`src/rtl/alu_seq_pkg.sv`:
```
// Shared types for the ALU sequencer: op codes, FSM states, widths and a flag helper.
package alu_seq_pkg;

    localparam int ALU_W     = 32;
    localparam int DIV_STEPS = 32;

    typedef enum logic [2:0] {
        ALU_ADD = 3'b000,
        ALU_SUB = 3'b001,
        ALU_AND = 3'b010,
        ALU_ORR = 3'b011,
        ALU_MUL = 3'b100,
        ALU_DIV = 3'b101,
        ALU_POW = 3'b110,
        ALU_ILL = 3'b111
    } op_t;

    typedef enum logic [2:0] {
        ST_IDLE     = 3'd0,
        ST_EXEC     = 3'd1,
        ST_DIV_STEP = 3'd2,
        ST_POW_STEP = 3'd3,
        ST_DONE     = 3'd4
    } state_t;

    // {N,Z,C,V} for results that do not come straight from the ALU.
    function automatic logic [3:0] nz_flags(input logic [ALU_W-1:0] v);
        return {v[ALU_W-1], (v == '0), 2'b00};
    endfunction

endpackage

```
`src/rtl/alu_seq_div_core.sv`:
```
// Restoring-division shift registers and bit-accept logic; the subtract happens in the shared ALU.
// ALU_SEQ_DIV_REM_EN exposes the remainder register as a port.
module alu_seq_div_core
    import alu_seq_pkg::*;
(
    input  logic             clk,
    input  logic             reset,
    input  logic             load,
    input  logic [ALU_W-1:0] load_dvd,
    input  logic [ALU_W-1:0] load_rem,
    input  logic             step,
    input  logic [ALU_W-1:0] alu_result,
    input  logic             alu_c,
    output logic [ALU_W-1:0] sh,
    output logic [ALU_W-1:0] quot_next
`ifdef ALU_SEQ_DIV_REM_EN
    ,
    output logic [ALU_W-1:0] rem_out
`endif
);

    logic [ALU_W-1:0] rem;
    logic [ALU_W-1:0] dvd;
    logic [ALU_W-1:0] quot;
    logic             bit_ok;

    // rem[31] set means the shifted value is 33 bits wide and always exceeds the divisor.
    assign sh        = {rem[ALU_W-2:0], dvd[ALU_W-1]};
    assign bit_ok    = rem[ALU_W-1] | alu_c;
    assign quot_next = {quot[ALU_W-2:0], bit_ok};

`ifdef ALU_SEQ_DIV_REM_EN
    assign rem_out = rem;
`endif

    always_ff @(posedge clk or posedge reset) begin
        if (reset) begin
            rem  <= '0;
            dvd  <= '0;
            quot <= '0;
        end else if (load) begin
            rem  <= load_rem;
            dvd  <= load_dvd;
            quot <= '0;
        end else if (step) begin
            rem  <= bit_ok ? alu_result : sh;
            dvd  <= {dvd[ALU_W-2:0], 1'b0};
            quot <= quot_next;
        end
    end

endmodule

```
`src/rtl/alu_seq_ctrl.sv`:
```
// Request/response sequencer around the shared combinational ALU (simple ops, DIV, POW).
// ALU_SEQ_DIV_REM_EN adds the rsp_rem output carrying the division remainder.
module alu_seq_ctrl
    import alu_seq_pkg::*;
#(
    parameter int POW_EXP_BITS = 4
) (
    input  logic             clk,
    input  logic             reset,
    input  logic             req_valid,
    output logic             req_ready,
    input  logic [2:0]       req_op,
    input  logic [ALU_W-1:0] req_a,
    input  logic [ALU_W-1:0] req_b,
    output logic             rsp_valid,
    input  logic             rsp_ready,
    output logic [ALU_W-1:0] rsp_result,
    output logic [3:0]       rsp_flags,
    output logic             busy,
    output logic [ALU_W-1:0] alu_a,
    output logic [ALU_W-1:0] alu_b,
    output logic [2:0]       alu_ctrl,
    input  logic [ALU_W-1:0] alu_result,
    input  logic [3:0]       alu_flags,
    output logic [2:0]       dbg_state
`ifdef ALU_SEQ_DIV_REM_EN
    ,
    output logic [ALU_W-1:0] rsp_rem
`endif
);

    localparam int CNT_W = (POW_EXP_BITS > 5) ? POW_EXP_BITS : 5;

    // Handshakes: a transfer happens on a rising edge where valid && ready; valid never
    // waits on ready, and a response holds result/flags stable until rsp_ready.
    state_t              state, state_nxt;
    op_t                 op_q;
    op_t                 req_op_e;
    logic [ALU_W-1:0]    a_q, b_q, acc_q, res_q;
    logic [3:0]          flg_q;
    logic [CNT_W-1:0]    cnt_q;
    logic [POW_EXP_BITS-1:0] req_e;
    logic                accept;
    logic                op_simple;
    logic [ALU_W-1:0]    div_sh, div_quot_next;

    assign req_op_e  = op_t'(req_op);
    assign req_e     = req_b[POW_EXP_BITS-1:0];
    assign accept    = req_valid && req_ready;
    assign op_simple = (op_q <= ALU_MUL);
    assign dbg_state = state;

    always_ff @(posedge clk or posedge reset) begin
        if (reset) state <= ST_IDLE;
        else       state <= state_nxt;
    end

    // Zero-divisor, zero-exponent and illegal ops spend one cycle in EXEC with a preset result.
    always_comb begin
        state_nxt = state;
        case (state)
            ST_IDLE: begin
                if (accept) begin
                    if (req_op_e == ALU_DIV && req_b != '0)      state_nxt = ST_DIV_STEP;
                    else if (req_op_e == ALU_POW && req_e != '0) state_nxt = ST_POW_STEP;
                    else                                         state_nxt = ST_EXEC;
                end
            end
            ST_EXEC:     state_nxt = ST_DONE;
            ST_DIV_STEP: if (cnt_q == '0) state_nxt = ST_DONE;
            ST_POW_STEP: if (cnt_q == '0) state_nxt = ST_DONE;
            ST_DONE:     if (rsp_ready) state_nxt = ST_IDLE;
            default:     state_nxt = ST_IDLE;
        endcase
    end

    always_comb begin
        req_ready = (state == ST_IDLE) && !reset;
        rsp_valid = (state == ST_DONE);
        busy      = (state != ST_IDLE);
        alu_a     = '0;
        alu_b     = '0;
        alu_ctrl  = '0;
        case (state)
            ST_EXEC: begin
                if (op_simple) begin
                    alu_a    = a_q;
                    alu_b    = b_q;
                    alu_ctrl = op_q;
                end
            end
            ST_DIV_STEP: begin
                alu_a    = div_sh;
                alu_b    = b_q;
                alu_ctrl = ALU_SUB;
            end
            ST_POW_STEP: begin
                alu_a    = acc_q;
                alu_b    = a_q;
                alu_ctrl = ALU_MUL;
            end
            default: ;
        endcase
    end

    always_ff @(posedge clk or posedge reset) begin
        if (reset) begin
            op_q  <= ALU_ADD;
            a_q   <= '0;
            b_q   <= '0;
            acc_q <= '0;
            res_q <= '0;
            flg_q <= '0;
            cnt_q <= '0;
        end else begin
            case (state)
                ST_IDLE: begin
                    if (accept) begin
                        op_q  <= req_op_e;
                        a_q   <= req_a;
                        b_q   <= req_b;
                        acc_q <= ALU_W'(1);
                        cnt_q <= (req_op_e == ALU_DIV) ? CNT_W'(DIV_STEPS - 1)
                                                       : CNT_W'(req_e) - CNT_W'(1);
                        if (req_op_e == ALU_POW) begin
                            res_q <= ALU_W'(1);
                            flg_q <= 4'b0000;
                        end else begin
                            res_q <= '0;
                            flg_q <= 4'b0100;
                        end
                    end
                end
                ST_EXEC: begin
                    if (op_simple) begin
                        res_q <= alu_result;
                        flg_q <= alu_flags;
                    end
                end
                ST_DIV_STEP: begin
                    cnt_q <= cnt_q - CNT_W'(1);
                    if (cnt_q == '0) begin
                        res_q <= div_quot_next;
                        flg_q <= nz_flags(div_quot_next);
                    end
                end
                ST_POW_STEP: begin
                    acc_q <= alu_result;
                    cnt_q <= cnt_q - CNT_W'(1);
                    if (cnt_q == '0) begin
                        res_q <= alu_result;
                        flg_q <= nz_flags(alu_result);
                    end
                end
                default: ;
            endcase
        end
    end

    assign rsp_result = res_q;
    assign rsp_flags  = flg_q;

    // A zero divisor preloads the dividend as remainder; every other accept clears it.
    alu_seq_div_core u_div_core (
        .clk        (clk),
        .reset      (reset),
        .load       (accept),
        .load_dvd   (req_a),
        .load_rem   ((req_op_e == ALU_DIV && req_b == '0) ? req_a : '0),
        .step       (state == ST_DIV_STEP),
        .alu_result (alu_result),
        .alu_c      (alu_flags[1]),
        .sh         (div_sh),
        .quot_next  (div_quot_next)
`ifdef ALU_SEQ_DIV_REM_EN
        ,
        .rem_out    (rsp_rem)
`endif
    );

endmodule
```
`config.mk`:
```
export PLATFORM = sky130hd
export DESIGN_NAME = alu_seq_ctrl
export DESIGN_NICKNAME = d
export VERILOG_FILES = /design/src/rtl/alu_seq_pkg.sv /design/src/rtl/alu_seq_div_core.sv /design/src/rtl/alu_seq_ctrl.sv
export SDC_FILE = /design/constraint.sdc
export NUM_CORES = 1
export LEC_CHECK = 0
export CAP_MARGIN = 20
export CORE_MARGIN = 10
export CORE_UTILIZATION = 45
export CTS_CLUSTER_SIZE = 30
export DETAILED_ROUTE_END_ITERATION = 12
export PLACE_DENSITY_LB_ADDON = 0.08
export SYNTH_ARGS = -nofsm -noshare
export SYNTH_HDL_FRONTEND = slang
export SYNTH_SLANG_ARGS = --single-unit
```
`constraint.sdc`:
```
create_clock -name clk -period 19.5 [get_ports clk]
set_clock_uncertainty 0.2 [all_clocks]
set_input_delay 3.9 -clock clk [delete_from_list [all_inputs] [get_ports clk]]
set_output_delay 3.9 -clock clk [all_outputs]
set_load 0.05 [all_outputs]
```
# --- Word-level counts from Yosys, hierarchy flattened ---
# Cells that the tools add are included.
totals:
  ff_bits: 238
  latchBits: 0
  ram_bits: 0
  romBits: 0
  in_bits: 107
  output_inout_bits: 109
  elab_cells: 88
  memories: 0
classes:
  add_sub_neg: 2
  multipliers: 0
  n_div: 0
  order_cmp: 1
  eq_ne: 12
  shifts: 0
  n_mux: 37
  bitwise_logic: 1
  reduce_logical: 24
ops:
  columns: ["cell", "n"]
  rows:
  - ["2-to-1 mux 32 bit", 13]
  - ["one-hot mux 32 bit (3 select lines)", 2]
  - ["one-hot mux 32 bit (4 select lines)", 1]
  - ["logical NOT 32 bit", 3]
  - ["one-hot mux 32 bit (2 select lines)", 1]
  - ["2-to-1 mux 31 bit", 2]
  - ["nonzero test 32 bit", 1]
  - ["2-to-1 mux 4 bit", 4]
  - ["one-hot mux 4 bit (4 select lines)", 1]
  - ["2-to-1 mux 3 bit", 5]
  - ["one-hot mux 3 bit (4 select lines)", 1]
  - ["2-to-1 mux 5 bit", 2]
  - ["one-hot mux 5 bit (2 select lines)", 1]
  - ["equality test 3 bit (second input constant)", 3]
  - ["one-hot mux 3 bit (3 select lines)", 1]
  - ["inequality test 2 bit (second input constant)", 4]
  - ["nonzero test 4 bit", 2]
  - ["equality test 3 x 2 -> 1 bit (second input constant)", 2]
  - ["AND reduction 2 bit", 3]
  - ["nonzero test 2 bit", 3]
  - ["logical AND 1 bit", 5]
  - ["logical NOT 5 bit", 1]
  - ["AND reduction 5 bit", 1]
  - ["subtractor 4 x 1 -> 5 bit (second input constant)", 1]
  - ["other kinds (12)", 14]

# --- Depth between registers and ports, before layout ---
# Gate-level depths: netlist (run 1).
logic_depth:
  depth_word: 6
  depth_mapped: 8
  ltp_nobuf: 7

# --- Cells and area by module ---
# From an unflattened synthesis (run 1), not the netlist that was laid out.
unflattened:
  cells_unflattened: 1332
  area_unflattened_um2: 12182.9
by_module_without_submodules:
  columns: ["mod", "n_inst", "cells_per_inst", "area_per_inst_um2"]
  rows:
  - ["alu_seq_ctrl", 1, 879, 7400.8]
  - ["alu_seq_div_core", 1, 453, 4782.1]

# --- Worst setup path after synthesis (run 1) ---
# No wires, ideal clock.
synth_timing:
  path_kind: "input to register"
  from: "input reset"
  to: "register cnt_q[4]"
  setup_time_ns: 0.129
  arrival_time_ns: 9.969
  required_time_ns: 19.171
  path_slack_ns: 9.202
  path_stages: 5
  cell_sequence: "inv_1 nand3b_1 buf_2 o32ai_1 a21oi_1"
synth_via:
  elab_chain_len: 5
synth_rtl:
  columns: ["item", "line_no", "rtl"]
  rows:
  - ["start, declared", "alu_seq_ctrl.sv:9", "input logic reset,"]
  - ["logical NOT 1 bit (no source line)", null, null]
  - ["logical AND 1 bit", "alu_seq_ctrl.sv:78", "req_ready = (state == ST_IDLE) && !reset;"]
  - ["logical AND 1 bit", "alu_seq_ctrl.sv:49", "assign accept = req_valid && req_ready;"]
  - ["inequality test 2 bit (no source line)", null, null]
  - ["AND reduction 2 bit (no source line)", null, null]
  - ["end signal, assigned", "alu_seq_ctrl.sv:123", "cnt_q <= (req_op_e == ALU_DIV) ? CNT_W'(DIV_STEPS - 1)"]
  - ["end signal, assigned", "alu_seq_ctrl.sv:141", "cnt_q <= cnt_q - CNT_W'(1);"]
  - ["end signal, assigned", "alu_seq_ctrl.sv:149", "cnt_q <= cnt_q - CNT_W'(1);"]
  - ["end, declared", "alu_seq_ctrl.sv:41", "logic [CNT_W-1:0] cnt_q;"]
# Every way passes these cells.
# A chain may end at the register's enable or synchronous reset.

# --- Worst setup path in the final report (run 1) ---
layout_timing:
  from: "input reset"
  to: "output req_ready"
layout_via:
  elab_chain_len: 2
layout_rtl:
  columns: ["item", "line_no", "rtl"]
  rows:
  - ["logical NOT 1 bit (no source line)", null, null]
  - ["logical AND 1 bit", "alu_seq_ctrl.sv:78", null]
  - ["end, declared", "alu_seq_ctrl.sv:11", "output logic req_ready,"]
# Every way passes these cells.

==> flow_metrics.env, run 1 <==
export IMPL_status="finished clean"
export IMPL_track_usage=0.226
export IMPL_worstSetupPathType="input pin to output port"
export IMPL_cts_tree="yes"
export IMPL_layout_area_overhead_vs_synth_pct=28.8
export IMPL_drc=0
export IMPL_synth_area_mm2=0.0113
export IMPL_synth_async_reset_ratio=1.00
export IMPL_vias_per_cell=5.54
export IMPL_dr_pass1_iters=5
export IMPL_r2r_cells=7
export IMPL_cts_buffer_depth=3
export IMPL_worstReg2RegStart="dbg_state[0]$_DFFE_PP0P_"
export IMPL_ff2ff_setup_slack_ns=15.87
export IMPL_max_slew_margin_rel=0.348
export IMPL_tightest_slew_ns=0.978
export IMPL_cts_buffers_inserted=27
export IMPL_finalSetupViolCount=0
export IMPL_dp_cells=1729
export IMPL_ant_nets=0
export IMPL_ys_seq_elements=238
export IMPL_path_clk_slew_ns=0.05
export IMPL_timing_final_ws_setup_ns=9.93
export IMPL_hold_path_class="flop to flop"
export IMPL_leakage_nw=6.53
export IMPL_die_area_mm2=0.0320
export IMPL_synth_common_cells="nand2_1 (393), dfrtp_1 (238), mux2i_1 (94)"
export IMPL_cts_root_buf="clkbuf_16"
export IMPL_post_cts_setup_buffers=0
export IMPL_total_power_w=0.00249
export IMPL_yosysMostFrequentCell="nand2_1"
export IMPL_fmax_ghz=0.104
export IMPL_syn_nets=1370
export IMPL_synthFlopType="dfrtp_1"
export IMPL_place_gp_congestion=0.831
export IMPL_syn_inst=1260
export IMPL_io_pins=216
export IMPL_endpoint_kind="output port"
export IMPL_setup_tns_ns=0
export IMPL_die_w_um=179
export IMPL_power_density_mw_per_mm2=170
export IMPL_start_util=0.454
export IMPL_reg2reg_to="acc_q[21]$_DFFE_PP0P_"
export IMPL_cap_violations=0
export IMPL_required_ns=15.40
export IMPL_crit_start="reset"
export IMPL_io_buffer_count=215
export IMPL_crit_fanout=4
export IMPL_antenna_found_initial=1
export IMPL_cts_resized=0
export IMPL_start_kind="input pin"
export IMPL_grt_pass1_vias=9783
export IMPL_final_cells=1779
export IMPL_synth_edf_count=0
export IMPL_synth_seq_area_share=0.525
export IMPL_critical_path_arrival_ns=5.47
export IMPL_crit_path_end="req_ready"
export IMPL_rows=58
export IMPL_hpwl_um=25700
export IMPL_irDropWorstVdd_uv=103
export IMPL_core_area_mm2=0.0250
export IMPL_dieHeight_um=179
export IMPL_ctsHoldBuffers=0
export IMPL_layout_nets=1539
export IMPL_insertion_delay_ns=0.53
export IMPL_drt_iter0_drc=929
export IMPL_vias=9862
export IMPL_hold_viol_final=0
export IMPL_dp_slack_ns=9.93
export IMPL_routedWlPerCell_um=20.7
export IMPL_rsz0062_at_grt="false"
export IMPL_synth_area_leaders="dfrtp_1 (52%), nand2_1 (13%), mux2i_1 (8.3%), a22o_1 (5.0%), a21oi_1 (3.2%)"
export IMPL_grt_max_degree=87
export IMPL_synth_top_cell_area_share=0.525
export IMPL_detail_route_wirelength_um=36900
export IMPL_ys_warn_count=0
export IMPL_utilization=0.585
export IMPL_grt_pass1_wl_um=57000
export IMPL_drv_slew=0
export IMPL_drive_gt1_frac=0.0518
export IMPL_yosysUniqueCellTypes=46
export IMPL_cts_sinks=238
export IMPL_htreeDepth=1
export IMPL_timing_final_crit_period_ns=9.57
export IMPL_period_share=0.491
export IMPL_gr_total_overflow=0
export IMPL_synth_area_per_cell_um2=9.00
export IMPL_yosys_area_top_type="dfrtp_1"
-- sequential cells by signal (all words and copies together) (netlist names) --
signal,count
a_q,32
acc_q,32
b_q,32
rsp_result,32
u_div_core.dvd,32
u_div_core.rem,32
u_div_core.quot,31
cnt_q,5
rsp_flags,4
dbg_state,3
op_q,3
-- metal layers --
metal  share of wire  vias up  global-route usage  routed length, um
li1                -     4683                   -                  -
met1            0.46     4797               0.320              16800
met2            0.44      345               0.339              16200
met3           0.088       37              0.0619               3240
met4           0.016        0              0.0496                592
met5               0        -                   0                  0
-- per-stage QoR --
step,hold slack (ns),instance area [um2]
finish,0.274,14600
global route,0.302,14600
CTS,0.277,14600
detailed placement,0.264,13700
global placement,0.258,13700
floorplan,0.247,11300
-- worst max-delay path: stages --
cell,delay [ns]
clkdlybuf4s50_1,0.58
nor2_1,0.17
clkdlybuf4s50_1,0.82
-- layout make-up --
cell class	count	area [um2]
Sequential cell	238	5960
Antenna cell	1	2.50
Tap cell	330	413
Inverter	5	26.3
Timing Repair Buffer	234	2310
Clock inverter	10	125
Fill cell	2296	10300
Clock buffer	38	777
Multi-Input combinational cell	923	5000
-- layout by cell type (no fill, tap or decap), drive strengths merged, types with 3 or more instances in the layout --
| cell type | synthesis | layout |
|---|---|---|
| a21oi | 73 | 73 |
| a22o | 65 | 65 |
| a31oi | 30 | 30 |
| buf | 44 | 19 |
| bufinv | 0 | 3 |
| clkbuf | 50 | 38 |
| clkdlybuf4s50 | 0 | 215 |
| clkinv | 0 | 7 |
| dfrtp | 238 | 238 |
| ha | 3 | 3 |
| inv | 5 | 5 |
| mux2i | 94 | 94 |
| nand2 | 393 | 393 |
| nand2b | 4 | 4 |
| nand3 | 33 | 33 |
| nand4 | 6 | 6 |
| nor2 | 81 | 81 |
| nor3 | 6 | 6 |
| nor3b | 6 | 6 |
| nor4 | 20 | 20 |
| o21ai | 75 | 75 |
| or4 | 3 | 3 |
-- power by group --
| group | internal [W] | leakage (nW) | switching, W | total, W |
|---|---|---|---|---|
| Sequential | 0.000695 | 3.03 | 0.000144 | 0.000839 |
| Combinational | 0.000400 | 3.05 | 0.000736 | 0.00114 |
| Clock | 0.000315 | 0.452 | 0.000200 | 0.000515 |
| Total | 0.00141 | 6.53 | 0.00108 | 0.00249 |
-- kinds of logic after synthesis --
| group | synth area share |
|---|---|
| buffers and inverters | 0.0373 |
| AO/OA/AOI/OAI | 0.142 |
| multiplexers | 0.0839 |
| XOR/XNOR | 0.00232 |
| adder cells (fa/ha/maj) | 0.00331 |
| AND/OR/NAND/NOR | 0.206 |
| flip-flops | 0.525 |
-- how the worst min path moves through the flow --
stage,from,end,slack [ns],depth (start not counted)
floorplan,b_q[10]$_DFFE_PP0P_,b_q[10]$_DFFE_PP0P_,0.25,2
global placement,b_q[30]$_DFFE_PP0P_,b_q[30]$_DFFE_PP0P_,0.26,2
detailed placement,b_q[14]$_DFFE_PP0P_,b_q[14]$_DFFE_PP0P_,0.26,2
CTS,b_q[30]$_DFFE_PP0P_,b_q[30]$_DFFE_PP0P_,0.28,2
global route,b_q[24]$_DFFE_PP0P_,b_q[24]$_DFFE_PP0P_,0.30,2
finish,b_q[21]$_DFFE_PP0P_,b_q[21]$_DFFE_PP0P_,0.27,2
Power figures use the tool's default switching activity.
==> inputs of run 2 (changes only) <==
==> constraint.sdc (replaced) <==
create_clock -name clk -period 8.2 [get_ports clk]
set_clock_uncertainty 0.2 [all_clocks]
set_input_delay 1.64 -clock clk [delete_from_list [all_inputs] [get_ports clk]]
set_output_delay 1.64 -clock clk [all_outputs]
set_load 0.05 [all_outputs]
==> flow_metrics.env, run 2 (synthesis results as in run 1) <==
export IMPL_start_kind="flop"
export IMPL_seqPwrFrac=0.332
export IMPL_ctsHoldBuffers=0
export IMPL_antenna_found_initial=2
export IMPL_fmax_ghz=0.178
export IMPL_irDropWorstVdd_uv=257
export IMPL_timing_final_ws_setup_ns=2.57
export IMPL_cts_root_buf="clkbuf_16"
export IMPL_cts_resized=0
export IMPL_crit_start="dbg_state[1]$_DFFE_PP0P_"
export IMPL_drv_slew=0
export IMPL_grt_pass1_wl_um=57400
export IMPL_path_clk_slew_ns=0.06
export IMPL_gr_total_overflow=0
export IMPL_power_density_mw_per_mm2=409
export IMPL_hold_path_class="flop to flop"
export IMPL_clockPowerShare=0.214
export IMPL_max_slew_margin_rel=0.304
export IMPL_critical_path_arrival_ns=3.79
export IMPL_core_area_mm2=0.0250
export IMPL_hold_viol_final=0
export IMPL_vias_per_cell=5.53
export IMPL_rows=58
export IMPL_rsz0062_at_grt="false"
export IMPL_cts_tree="yes"
export IMPL_start_util=0.454
export IMPL_ant_nets=0
export IMPL_htreeDepth=1
export IMPL_switching_share=0.434
export IMPL_die_area_mm2=0.0320
export IMPL_endpoint_kind="output port"
export IMPL_worstReg2RegStart="dbg_state[0]$_DFFE_PP0P_"
export IMPL_routedWlPerCell_um=20.9
export IMPL_dp_slack_ns=3.08
export IMPL_min_from="b_q[10]$_DFFE_PP0P_"
export IMPL_timing_final_crit_period_ns=5.63
export IMPL_track_usage=0.227
export IMPL_layout_commonest_cell="nand2_1"
export IMPL_holdWs_ns=0.279
export IMPL_cts_sinks=238
export IMPL_final_cells=1780
export IMPL_post_cts_setup_buffers=0
export IMPL_drc=0
export IMPL_vias=9838
export IMPL_dieHeight_um=179
export IMPL_power_switching_w=0.00260
export IMPL_insertion_delay_ns=0.54
export IMPL_io_buffer_count=215
export IMPL_final_cell_mix="nand2_1 (393), dfrtp_1 (237), clkdlybuf4s50_1 (215)"
export IMPL_finalSetupViolCount=0
export IMPL_die_w_um=179
export IMPL_p_int_w=0.00339
export IMPL_cap_violations=0
export IMPL_utilization=0.587
export IMPL_tightest_slew_ns=1.04
export IMPL_worstSetupPathType="flop to output port"
export IMPL_grt_max_degree=178
export IMPL_cts_buffers_inserted=27
export IMPL_layout_area_overhead_vs_synth_pct=29.1
export IMPL_grt_pass1_vias=9807
export IMPL_place_gp_congestion=0.834
export IMPL_setup_tns_ns=0
export IMPL_dp_cells=1731
export IMPL_required_ns=6.36
export IMPL_drt_iter0_drc=925
export IMPL_pwr_share_comb=0.454
export IMPL_io_pins=216
export IMPL_status="finished clean"
export IMPL_detail_route_wirelength_um=37100
export IMPL_hpwl_um=25900
export IMPL_dr_pass1_iters=5
export IMPL_crit_fanout=37
export IMPL_leakage_nw=6.54
export IMPL_drive_gt1_frac=0.0538
export IMPL_layout_nets=1540
export IMPL_cts_buffer_depth=3
export IMPL_period_share=0.687
## run 2: area by class of cell
class	count	area, um2
diodes	1	2.50
inverters	5	22.5
multi-input cells	923	5000
repair buffers	235	2310
flip-flops and latches	238	5960
well taps	330	413
clock inverters	13	175
clock buffers	35	766
fillers	2274	10300
## run 2: final timing paths
kind	to	slack (ns)	cells past startpoint
max in group asynchronous	u_div_core.rem[28]$_DFFE_PP0P_	4.63	4
min in group asynchronous	a_q[0]$_DFFE_PP0P_	1.68	3
worst max register to register	rsp_flags[2]$_DFFE_PP0P_	4.41	8
worst max-delay path	alu_b[15]	2.57	6
worst min-delay path	b_q[10]$_DFFE_PP0P_	0.28	2
worst min register to register	b_q[10]$_DFFE_PP0P_	0.28	2
## run 2: power groups by stage
stage               Sequential [W]  Combinational, W  Clock, W
floorplan                  0.00223           0.00159         0
global placement           0.00200           0.00270         0
detailed placement         0.00200           0.00274         0
CTS                        0.00198           0.00274   0.00130
global route               0.00204           0.00294   0.00135
finish                     0.00199           0.00272   0.00128
## run 2: layer usage
layer / vias to the layer above / global-route usage / part of all wire
met5: - / 0 / 0
met4: 0 / 0.0424 / 0.016
met3: 38 / 0.0600 / 0.086
met2: 332 / 0.346 / 0.44
met1: 4780 / 0.322 / 0.45
li1: 4688 / - / -
## run 2: worst max-delay path, stage by stage (launching register included)
cell and delay [ns]:
dfrtp_1 0.32, buf_4 0.21, nor2b_1 0.43, and2_2 0.78, buf_4 0.45, a22o_1 0.23, clkdlybuf4s50_1 0.82
## run 2: stage by stage
step           area (um2)  power [W]
6_report            14600    0.00599
5_1_grt             14600    0.00633
4_1_cts             14600    0.00602
3_5_place_dp        13700    0.00473
3_3_place_gp        13700    0.00470
2_1_floorplan       11300    0.00382
==> inputs of run 3 (changes only) <==
==> constraint.sdc (replaced) <==
create_clock -name clk -period 4.5 [get_ports clk]
set_clock_uncertainty 0.2 [all_clocks]
set_input_delay 0.9 -clock clk [delete_from_list [all_inputs] [get_ports clk]]
set_output_delay 0.9 -clock clk [all_outputs]
set_load 0.05 [all_outputs]
==> flow_metrics.env, run 3 (synthesis results as in run 1) <==
export IMPL_groute_layer_met1_usage=0.322
export IMPL_rows=58
export IMPL_cap_violations=0
export IMPL_dr_pass1_iters=5
export IMPL_die_w_um=179
export IMPL_vias_per_cell=5.58
export IMPL_place_gp_congestion=0.906
export IMPL_grt_pass1_vias=9637
export IMPL_gr_total_overflow=0
export IMPL_power_density_mw_per_mm2=738
export IMPL_start_kind="flop"
export IMPL_ant_nets=0
export IMPL_ctsHoldBuffers=0
export IMPL_drt_iter0_drc=880
export IMPL_insertion_delay_ns=0.52
export IMPL_final_cell_mix="nand2_1 (393), dfrtp_1 (237), clkdlybuf4s50_1 (183)"
export IMPL_hold_path_class="flop to flop"
export IMPL_cts_root_buf="clkbuf_16"
export IMPL_cts_tree="yes"
export IMPL_grt_pass1_wl_um=57000
export IMPL_busiest_layer="met2"
export IMPL_utilization=0.600
export IMPL_max_slew_margin_rel=0.406
export IMPL_detail_route_wirelength_um=37400
export IMPL_core_area_mm2=0.0250
export IMPL_start_util=0.454
export IMPL_irDropWorstVdd_uv=364
export IMPL_layout_area_overhead_vs_synth_pct=32.0
export IMPL_slowest_delay_ns=0.86
export IMPL_htreeDepth=1
export IMPL_drc=0
export IMPL_io_pins=216
export IMPL_grt_met2_usage=0.346
export IMPL_hpwl_um=26900
export IMPL_worstSetupPathType="flop to output port"
export IMPL_tightest_slew_ns=0.891
export IMPL_critical_path_arrival_ns=2.80
export IMPL_rsz0062_at_grt="false"
export IMPL_dieHeight_um=179
export IMPL_layout_commonest_cell="nand2_1"
export IMPL_cts_buffer_depth=3
export IMPL_cts_sinks=238
export IMPL_crit_slowest_cell="clkdlybuf4s50_1"
export IMPL_drv_slew=0
export IMPL_cts_resized=0
export IMPL_cts_buffers_inserted=26
export IMPL_timing_final_crit_period_ns=3.90
export IMPL_met3_usage=0.0571
export IMPL_routedWlPerCell_um=21.0
export IMPL_vias=9941
export IMPL_layout_nets=1543
export IMPL_required_ns=3.40
export IMPL_antenna_found_initial=2
export IMPL_endpoint_kind="output port"
export IMPL_post_cts_setup_buffers=0
export IMPL_holdWs_ns=0.272
export IMPL_track_usage=0.228
export IMPL_period_share=0.866
export IMPL_io_buffer_count=215
export IMPL_leakage_nw=6.69
export IMPL_drive_gt1_frac=0.0745
export IMPL_finalSetupViolCount=0
export IMPL_status="finished clean"
export IMPL_crit_fanout=21
export IMPL_grt_max_degree=154
export IMPL_fmax_ghz=0.257
export IMPL_path_cells="o21ai_0 > nor3b_4 > buf_4 > nand2_1 > o21ai_0 > clkdlybuf4s50_1"
export IMPL_hold_viol_final=0
export IMPL_die_area_mm2=0.0320
export IMPL_crit_top_cell="o21ai_0"
export IMPL_path_clk_slew_ns=0.05
==> run 3: changes by cell type in the layout (fill, tap and decap cells not counted), sizes merged <==
cell	before	now
inv	6	4
bufinv	4	2
clkinv	7	4
clkbuf	35	38
buf	20	56
clkdlybuf4s50	215	183
==> run 3: area by class of cell <==
cell class	instances	area [um2]
clock inverters	6	80.1
fillers	2249	9990
clock buffers	38	787
well taps	330	413
multi-input cells	923	4990
flip-flops and latches	238	5960
inverters	5	22.5
repair buffers	239	2720
diodes	1	2.50
==> run 3: critical path: cells and delay by family (launching register included) <==
family	cells	cell delay, ns
DFF	1	0.40
and+or+nand+nor	2	0.32
buffers and inverters	2	1.17
AOI/OAI and AO/OA	2	0.38
==> run 3: where the power goes <==
part	leakage [nW]	internal [W]	total (W)	switching, W
clock	0.432	0.00131	0.00216	0.000851
sequential	3.03	0.00301	0.00364	0.000631
combinational	3.23	0.00196	0.00523	0.00328
total	6.69	0.00628	0.0110	0.00476
==> run 3: stage by stage <==
step / std cells / area [um2] / setup TNS [ns] / setup slack, ns / total power, W
floorplan: 1260 / 11400 / -171.65 / -1.34 / 0.00696
finish: 1780 / 15000 / 0 / 0.602 / 0.0110
global route: 1780 / 15000 / 0 / 0.458 / 0.0117
CTS: 1779 / 15000 / 0 / 0.597 / 0.0111
detailed placement: 1735 / 14100 / 0 / 0.823 / 0.00893
global placement: 1735 / 14100 / 0 / 0.815 / 0.00886
==> run 3: path summary, 6_finish.rpt <==
| path | startpoint | endpoint | slack [ns] | cells after the start |
|---|---|---|---|---|
| worst max-delay path | op_q[0]$_DFFE_PP0P_ | alu_a[20] | 0.60 | 6 |
| max in group asynchronous | reset | rsp_result[24]$_DFFE_PP0P_ | 2.13 | 4 |
| worst min register to register | b_q[4]$_DFFE_PP0P_ | b_q[4]$_DFFE_PP0P_ | 0.27 | 2 |
| worst max register to register | dbg_state[1]$_DFFE_PP0P_ | rsp_flags[2]$_DFFE_PP0P_ | 1.52 | 6 |
| worst min-delay path | b_q[4]$_DFFE_PP0P_ | b_q[4]$_DFFE_PP0P_ | 0.27 | 2 |
| min in group asynchronous | reset | b_q[11]$_DFFE_PP0P_ | 0.77 | 3 |
==> run 3: per-layer routing <==
| layer | vias up | part of all wire | wire length [um] |
|---|---|---|---|
| met1 | 4840 | 0.45 | 16700 |
| met3 | 44 | 0.089 | 3320 |
| li1 | 4690 | - | - |
| met5 | - | 0.00035 | 13 |
| met2 | 365 | 0.45 | 16700 |
| met4 | 2 | 0.016 | 606 |
